--- src/rtl/ascii_pkg.sv ---
// Shared definitions for the ASCII number assembler: character codes,
// assembler state encoding and default sizing.
package ascii_pkg;

    localparam logic [7:0] ASCII_ZERO  = 8'h30;
    localparam logic [7:0] ASCII_NINE  = 8'h39;
    localparam logic [7:0] ASCII_CR    = 8'h0D;
    localparam logic [7:0] ASCII_SPACE = 8'h20;
    localparam logic [7:0] ASCII_BS    = 8'h08;

    // 999999 is the largest six-digit number and fits in 20 bits.
    localparam int VAL_W_DEF      = 20;
    localparam int MAX_DIGITS_DEF = 6;

    typedef enum logic [1:0] {
        COLLECT = 2'd0,
        DISCARD = 2'd1,
        CONVERT = 2'd2,
        DONE    = 2'd3
    } asmState_e;

endpackage

--- src/rtl/ascii_char_classify.sv ---
// Combinational classifier for one ASCII character: decimal digit,
// terminator (CR or space) or backspace, plus the digit's numeric value.
module ascii_char_classify
    import ascii_pkg::*;
(
    input  logic [7:0] char_i,
    output logic       is_digit_o,
    output logic       is_term_o,
    output logic       is_bs_o,
    output logic [3:0] digit_o
);

    // The low nibble of '0'..'9' is already the digit value.
    always_comb begin
        is_digit_o = (char_i >= ASCII_ZERO) && (char_i <= ASCII_NINE);
        is_term_o  = (char_i == ASCII_CR) || (char_i == ASCII_SPACE);
        is_bs_o    = (char_i == ASCII_BS);
        digit_o    = char_i[3:0];
    end

endmodule

--- src/rtl/ascii_number_assembler.sv ---
// Collects ASCII decimal digits (with backspace editing) into a buffer and,
// on a terminator, converts them to binary with a shift-add multiply-
// accumulate, one digit per cycle. The result or an error flag is offered
// on a valid/ready handshake.
module ascii_number_assembler
    import ascii_pkg::*;
#(
    parameter int MAX_DIGITS = MAX_DIGITS_DEF,
    parameter int VAL_W      = VAL_W_DEF
) (
    input  logic             clk,
    input  logic             reset_n,
    input  logic [7:0]       char_in,
    input  logic             char_valid,
    output logic             char_ready,
    output logic [VAL_W-1:0] num_out,
    output logic             num_error,
    output logic             num_valid,
    input  logic             num_ready
);

    localparam int CNT_W = $clog2(MAX_DIGITS + 1);

    asmState_e        state_q, state_d;
    logic [CNT_W-1:0] count_q, count_d;
    logic [CNT_W-1:0] idx_q, idx_d;
    logic [VAL_W-1:0] acc_q, acc_d;
    logic [3:0]       buf_q [MAX_DIGITS];
    logic [3:0]       buf_d [MAX_DIGITS];
    logic [VAL_W-1:0] numOut_q, numOut_d;
    logic             numError_q, numError_d;

    logic             isDigit;
    logic             isTerm;
    logic             isBs;
    logic [3:0]       digitVal;
    logic             accept;
    logic [VAL_W-1:0] macStep;

    ascii_char_classify u_classify (
        .char_i     (char_in),
        .is_digit_o (isDigit),
        .is_term_o  (isTerm),
        .is_bs_o    (isBs),
        .digit_o    (digitVal)
    );

    assign char_ready = (state_q == COLLECT) || (state_q == DISCARD);
    assign num_valid  = (state_q == DONE);
    assign num_out    = numOut_q;
    assign num_error  = numError_q;
    assign accept     = char_valid && char_ready;

    // Multiply by ten as (x<<3)+(x<<1) so no multiplier is inferred.
    assign macStep = (acc_q << 3) + (acc_q << 1) + VAL_W'(buf_q[idx_q]);

    // Next-state logic: character editing, conversion stepping, handshake.
    always_comb begin
        state_d    = state_q;
        count_d    = count_q;
        idx_d      = idx_q;
        acc_d      = acc_q;
        buf_d      = buf_q;
        numOut_d   = numOut_q;
        numError_d = numError_q;

        case (state_q)
            COLLECT: begin
                if (accept) begin
                    if (isDigit) begin
                        if (count_q == CNT_W'(MAX_DIGITS)) begin
                            state_d = DISCARD;
                        end else begin
                            buf_d[count_q] = digitVal;
                            count_d        = count_q + CNT_W'(1);
                        end
                    end else if (isBs) begin
                        if (count_q != '0) begin
                            count_d = count_q - CNT_W'(1);
                        end
                    end else if (isTerm) begin
                        if (count_q != '0) begin
                            state_d = CONVERT;
                            acc_d   = '0;
                            idx_d   = '0;
                        end
                    end else begin
                        state_d = DISCARD;
                    end
                end
            end
            DISCARD: begin
                if (accept && isTerm) begin
                    state_d    = DONE;
                    numError_d = 1'b1;
                    numOut_d   = '0;
                    count_d    = '0;
                end
            end
            CONVERT: begin
                acc_d = macStep;
                idx_d = idx_q + CNT_W'(1);
                if (idx_q == (count_q - CNT_W'(1))) begin
                    numOut_d   = macStep;
                    numError_d = 1'b0;
                    state_d    = DONE;
                end
            end
            DONE: begin
                if (num_ready) begin
                    state_d = COLLECT;
                    count_d = '0;
                end
            end
            default: begin
                state_d = COLLECT;
            end
        endcase
    end

    // State and datapath registers; reset drops any partial number.
    always_ff @(posedge clk or negedge reset_n) begin
        if (!reset_n) begin
            state_q    <= COLLECT;
            count_q    <= '0;
            idx_q      <= '0;
            acc_q      <= '0;
            numOut_q   <= '0;
            numError_q <= 1'b0;
            for (int i = 0; i < MAX_DIGITS; i++) begin
                buf_q[i] <= 4'd0;
            end
        end else begin
            state_q    <= state_d;
            count_q    <= count_d;
            idx_q      <= idx_d;
            acc_q      <= acc_d;
            numOut_q   <= numOut_d;
            numError_q <= numError_d;
            buf_q      <= buf_d;
        end
    end

endmodule

--- config.mk ---
export PLATFORM = sky130hd
export DESIGN_NAME = ascii_number_assembler
export DESIGN_NICKNAME = d
export VERILOG_FILES = /design/src/rtl/ascii_pkg.sv /design/src/rtl/ascii_char_classify.sv /design/src/rtl/ascii_number_assembler.sv
export SDC_FILE = /design/constraint.sdc
export NUM_CORES = 1
export LEC_CHECK = 0
export CAP_MARGIN = 5
export CORE_MARGIN = 2
export CORE_UTILIZATION = 59
export CTS_BUF_LIST = sky130_fd_sc_hd__clkbuf_4 sky130_fd_sc_hd__clkbuf_8 sky130_fd_sc_hd__clkbuf_16
export CTS_CLUSTER_SIZE = 30
export DETAILED_ROUTE_END_ITERATION = 10
export GPL_TIMING_DRIVEN = 0
export PLACE_DENSITY = 0.91
export SLEW_MARGIN = 30
export SYNTH_ARGS = -nofsm -noshare
export SYNTH_HDL_FRONTEND = slang
export SYNTH_SLANG_ARGS = --single-unit
--- constraint.sdc ---
create_clock -name clk -period 4 [get_ports clk]
set_clock_uncertainty 0.15 [all_clocks]
set_input_delay 0.8 -clock clk [delete_from_list [all_inputs] [get_ports clk]]
set_output_delay 0.8 -clock clk [all_outputs]
set_load 0.05 [all_outputs]
Word-level counts from Yosys, hierarchy flattened. Index checks and enable logic that the tools add are counted.

Register bits: 72. Bits of input ports: 12. Logic and storage cells: 105.

Add/subtract/negate cells: 5. Order comparisons: 5. Equal/unequal tests: 22. Muxes and demuxes: 42. Bitwise gates (word level): 3. Reduce and logical (&&, ||, !) cells: 16.

Operators with widths (number): $mux W19 (5); $mux W20 (2); $pmux W20 S2 (1); $pmux W19 S2 (1); $mux W3 (12); $bwmux W24 (1); $add A20 B20 Y20 (1); $add A20 B4 Y20 (1); $mux W2 (9); $eq A8 B4 Y1 const B (2); $reduce_and A7 Y1 (2); $bmux W4 S3 (1); $demux W4 S3 (1); $mux W4 (3); $ne A2 B2 Y1 const B (5); $ne A3 B3 Y1 const B (3); $pmux W3 S3 (1); $eq A8 B6 Y1 const B (1); $ge A4 B4 Y1 const B (2); $ge A8 B6 Y1 const B (1); $le A8 B6 Y1 const B (1); $not A3 Y4 (2); $pmux W2 S4 (1); $add A3 B1 Y3 const B (2); 21 further kinds (32).

Depth between registers and ports, before layout.
Depth in word-level cells: 7. Gate-level depth with buffers: 14. Mapped depth without buffers: 13.

By module. A second synthesis with hierarchy kept.

Cells, all modules: 470. Area total of the unflattened synthesis: 4593.2 um2.

Modules (own cells, without submodules): ascii_number_assembler (times used 1, cells an instance 457, area an instance 4491.8 um2, sequential area each 1801.7 um2); ascii_char_classify (times used 1, cells an instance 13, area an instance 101.3 um2, sequential area each 0.0 um2).

Least setup slack after synthesis. Ideal clock, no wire load.

Kind: reg-to-reg. Start point: register idx_q[0]. End point: register numOut_q[16], in the netlist num_out[16]. Setup time: 136 ps. Arrival time: 3347 ps. Setup slack: 367 ps. Stages on the path, launching flop included: 12. Buffers on the path: 1. Cells stage by stage: dfrtp_1 > buf_2 > mux4_2 > a21oi_1 > fa_1 > fa_1 > nand2b_1 > a211oi_1 > nor4_1 > o31ai_1 > xnor2_1 > o21ai_0.

Word-level cells in the longest chain between the ends: 7. Elaborated cells between the ends (all ways): 10.

Ends and longest elaborated chain: start: declaration (line ascii_number_assembler.sv:26) `logic [CNT_W-1:0] idx_q, idx_d;`; start signal: assignment (line ascii_number_assembler.sv:136) `idx_q <= idx_d;`; $not A3 Y4 (not written as such) (line ascii_number_assembler.sv:55) `assign macStep = (acc_q << 3) + (acc_q << 1) + VAL_W'(buf_q[idx_q]);`; $bmux W4 S3 (line ascii_number_assembler.sv:55); $mux W4 (not written as such) (2 in a row) (line ascii_number_assembler.sv:55); $add A20 B4 Y20 (line ascii_number_assembler.sv:55); $mux W20 (line ascii_number_assembler.sv:103) `if (idx_q == (count_q - CNT_W'(1))) begin`; $pmux W20 S2 (line ascii_number_assembler.sv:67) `case (state_q)`; end signal: assignment (line ascii_number_assembler.sv:138) `numOut_q <= numOut_d;`; end: declaration (line ascii_number_assembler.sv:30) `logic [VAL_W-1:0] numOut_q, numOut_d;`.

Several ways; a longest one is shown, not always the timed one. The select of a mux whose other input is x is not followed. A chain may end at the register's enable or synchronous reset.

Worst setup path in the final report.
Start point: register idx_q[0]. End point: register acc_q[12].

Word-level cells in the longest chain between the ends: 6.

Ends and longest elaborated chain: $not A3 Y4 (not written as such) (line ascii_number_assembler.sv:55); $bmux W4 S3 (line ascii_number_assembler.sv:55); $mux W4 (not written as such) (2 in a row) (line ascii_number_assembler.sv:55); $add A20 B4 Y20 (line ascii_number_assembler.sv:55); $pmux W19 S2 (line ascii_number_assembler.sv:67); end signal: assignment (line ascii_number_assembler.sv:127) `acc_q <= '0;`; end signal: assignment (line ascii_number_assembler.sv:137) `acc_q <= acc_d;`; end: declaration (line ascii_number_assembler.sv:27) `logic [VAL_W-1:0] acc_q, acc_d;`.

No other way between the ends. The select of a mux whose other input is x is not followed.

==> results list <==
- Data arrives at the worst endpoint at 3.89 ns.
- Clock buffer depth: 2
- Nature of the critical path endpoint: flip-flop
* Synthesized-area fraction occupied by ao, oa, aoi and oai cells: 0.156
* Crit start category: flip-flop
- Cell area reported after detailed placement: 5050 sq um
- Multiplexer share of the synthesized area: 0.109
- After synthesis the cells add up to 4580 sq um.
- FMAX: 267 MHz
- Each instance of the synthesized netlist takes up on average 10.1 sq um.
- 35 I/O pins were placed.
- The routed design could run at a clock period as short as approximately 3.7 ns.
- Worst slew pin tran: approximately 0.70 ns
- Global routing finished with a remaining overflow of 0.
- Clock latency on the worst-skew pair: roughly 0.36 ns
- Initial antenna violation count: 0
* Post-synth top flop: sky130_fd_sc_hd__dfrtp_1
* Share of layout cells above drive strength 1: 0.167
- Die span in y: just over 90 um
- Post-Place Setup Slack: -0.0901 ns
- Entering global routing, the biggest net connects 49 pins.
- Summed over all failing endpoints, the final setup total negative slack is 0 ns.
- Post-route antenna net violation count: 0
- Final estimated routing congestion in global placement: 0.930
- The floorplan step defined a core boundary enclosing ~7600 sq um.
* Post-detailed-route via-to-cell ratio: 6.02
- In the finished design, the share of the clock period the worst path needs comes to 0.936.
- The flow ran to the end, and the final reports show no timing, DRC or antenna violations.
* Most frequent cells in the layout: sky130_fd_sc_hd__dfrtp_1, sky130_fd_sc_hd__nand2_1, sky130_fd_sc_hd__ha_1, sky130_fd_sc_hd__o21ai_0, sky130_fd_sc_hd__clkdlybuf4s50_1
- The HPWL after detailed placement is about 7800 um.
- In the routed design, unresolved DRC markers number 0.
* Pre-Repair DR Iteration Count: 4
- Measured along the x axis, the die boundary spans 92.1 um.
* Critical path peak fanout: 7
- In this run the tightest slew margin relative to its limit is 0.530.
- Dividing the detail-routed wire length by the instance count gives 17.5 um.
- The final number of hold-violating endpoints came to 0.
* Post-synthesis instance total: 451
* Number of max-slew violations in the final report: 0
* Total wirelength of the detailed-routed design: 10600 um
- Number of max-cap violations: 0
* Number of enable flip-flop cells after synthesis: 0
- Number of port buffers: 32
- Leakage power total: 2.51 nW
* Clock transition time at the flip-flop clock pins of the worst setup and hold paths: ~0.09 ns
* Area Growth Syn to Fin: 15.9%
- Register bit count reported by yosys: 72
- The filler cells instantiated in the layout total just under 600.
* Post-route worst setup slack: 0.255 ns
- The first global-routing pass estimated 17700 um of wire.
* Unrepaired setup endpoints after global routing: no
- Synth cell types: 61
- Maximum vdd drop: 0.380 mV
- In this run the core area contains 32 standard-cell rows.
- In the global route stage, overall resource usage came out at 0.268.
- # diodes: 0
- The tree is rooted in a sky130_fd_sc_hd__clkbuf_8.
- At the end of the flow, the number of nets in the layout was 557.
* Synth Area in Adders: 0.129
* Clock tree from TritonCTS: yes
* Design Area, Final: 5310 sq um
* WP data required: 4.15 ns
- Post-synthesis async set-or-reset flop share: 1.00
- In this run, CTS created clock tree buffers numbering 9.
- Summing over every cut layer, the via total after detailed routing is roughly 3700.
- Setup violations remaining at the end of the flow were counted as 0.
- Main combinational cell family by area after synthesis: compound AO/OA/AOI/OAI gates
* Starting density of the core: 0.602
- The Yosys step of the flow raised 0 warnings.
* Post-synthesis simple-gate area fraction: 0.142
- Parity-gate share of the synthesized area counting xor and xnor cells: 0.0339
- Once layout is complete, the utilization of the core stands at 0.698.
* Number of global-route vias before repair: roughly 3700
* Setup CP Type: flip-flop to flip-flop
- Dividing total power by cell area gives a power density of 628 nW/um^2.
- Most common cell after layout, fill and taps aside: sky130_fd_sc_hd__dfrtp_1
- Sequential cell area fraction in the yosys report: 0.394
- Initial DRC count: 192
* Total power: around 3.3 mW
- H-tree depth: 3
- Counting every net in the synthesized netlist gives 509.
- The floorplan step defined a die boundary enclosing about 8500 sq um.
- Clock sink count: 72
- The tightest min-delay check is of the primary input to asynchronous set/reset pin type.
[cells by family after synthesis]
kind of cell | count (synthesis)
buffers and inverters | 37
muxes | 41
DFF | 72
adders and majority gates | 46
xor gates and xnor gates | 16
AOI/OAI and AO/OA | 111
and+or+nand+nor | 128
[worst paths after layout]
kind                               end       start  cells past startpoint  slack (ns)
max                          acc_q[12]    idx_q[0]                     12        0.26
min                           acc_q[2]     reset_n                      1        0.19
max reg2reg                  acc_q[12]    idx_q[0]                     12        0.26
min reg2reg                 num_out[5]  num_out[5]                      2        0.34
max in group asynchronous  num_out[14]     reset_n                      2        2.97
min in group clk            num_out[5]  num_out[5]                      2        0.34
[routing by layer]
layer  GRT usage  share of wire  vias to the layer above
li1            -              -                     1723
met1       0.331           0.40                     1804
met2       0.466           0.53                      101
met3      0.0427          0.042                       23
met4       0.116          0.021                        0
met5           0              0                        -
[layout make-up]
cell class	instances	area, sq um	area share
Clock inverter	7	61.3	0.0116
Buffer	16	100	0.0189
Tap cell	102	128	0.0241
Sequential cell	72	1800	0.340
Inverter	20	75.1	0.0141
Clock buffer	9	124	0.0233
Multi-Input combinational cell	342	2630	0.496
Timing Repair Buffer	38	383	0.0722
[power breakdown]
part / internal [mW] / total [mW] / switching (mW)
clock: 0.237 / 0.551 / 0.315
sequential: 0.886 / 1.03 / 0.146
combinational: 0.672 / 1.75 / 1.08
[through the flow]
step	hold WS (ns)	instances
2_1_floorplan	0.325	451
3_3_place_gp	0.312	585
3_5_place_dp	0.324	586
4_1_cts	0.181	602
5_1_grt	0.197	606
6_report	0.188	606
[synth_stat cells (all sizes together) (4+ instances only)]
library cell,count,share of area
a211oi,4,0.0093
a21o,7,0.011
a21oi,24,0.026
a22o,8,0.015
and2,4,0.0055
buf,13,0.017
clkbuf,4,0.0033
dfrtp,72,0.39
ha,44,0.12
inv,20,0.016
mux2,29,0.071
mux2i,8,0.017
mux4,4,0.020
nand2,61,0.050
nand2b,7,0.0096
nand3,5,0.0055
nor2,17,0.016
nor2b,4,0.0055
nor3,8,0.011
o211ai,8,0.013
o21ai,41,0.045
o31ai,5,0.0082
or3,5,0.0079
xnor2,12,0.023
[flip-flops by register name, indices dropped and copies added, names as in the netlist]
name and count:
state_q 2, acc_q 19, num_error 1, idx_q 3
count_q 3, buf_q 24, num_out 20
[timing repair]
| item | in CTS | in global routing |
|---|---|---|
| gates resized for setup | 2 | 7 |
| setup buffers | 0 | 5 |
| hold buffers | 0 | 0 |
| pin swaps | 0 | 4 |
| setup endpoints to repair | 5 | 8 |
[worst max-delay path, cell delays in order (launching register included)]
cell	delay (ns)
sky130_fd_sc_hd__dfrtp_1	0.42
sky130_fd_sc_hd__buf_8	0.15
sky130_fd_sc_hd__mux4_2	0.51
sky130_fd_sc_hd__a21oi_2	0.18
sky130_fd_sc_hd__fa_1	0.47
sky130_fd_sc_hd__fa_1	0.46
sky130_fd_sc_hd__nand2b_4	0.18
sky130_fd_sc_hd__a211oi_2	0.31
sky130_fd_sc_hd__buf_4	0.16
sky130_fd_sc_hd__nor2_1	0.05
sky130_fd_sc_hd__o21bai_1	0.19
sky130_fd_sc_hd__xor2_1	0.27
sky130_fd_sc_hd__a22o_1	0.18
(Power assumes the default switching activity.)
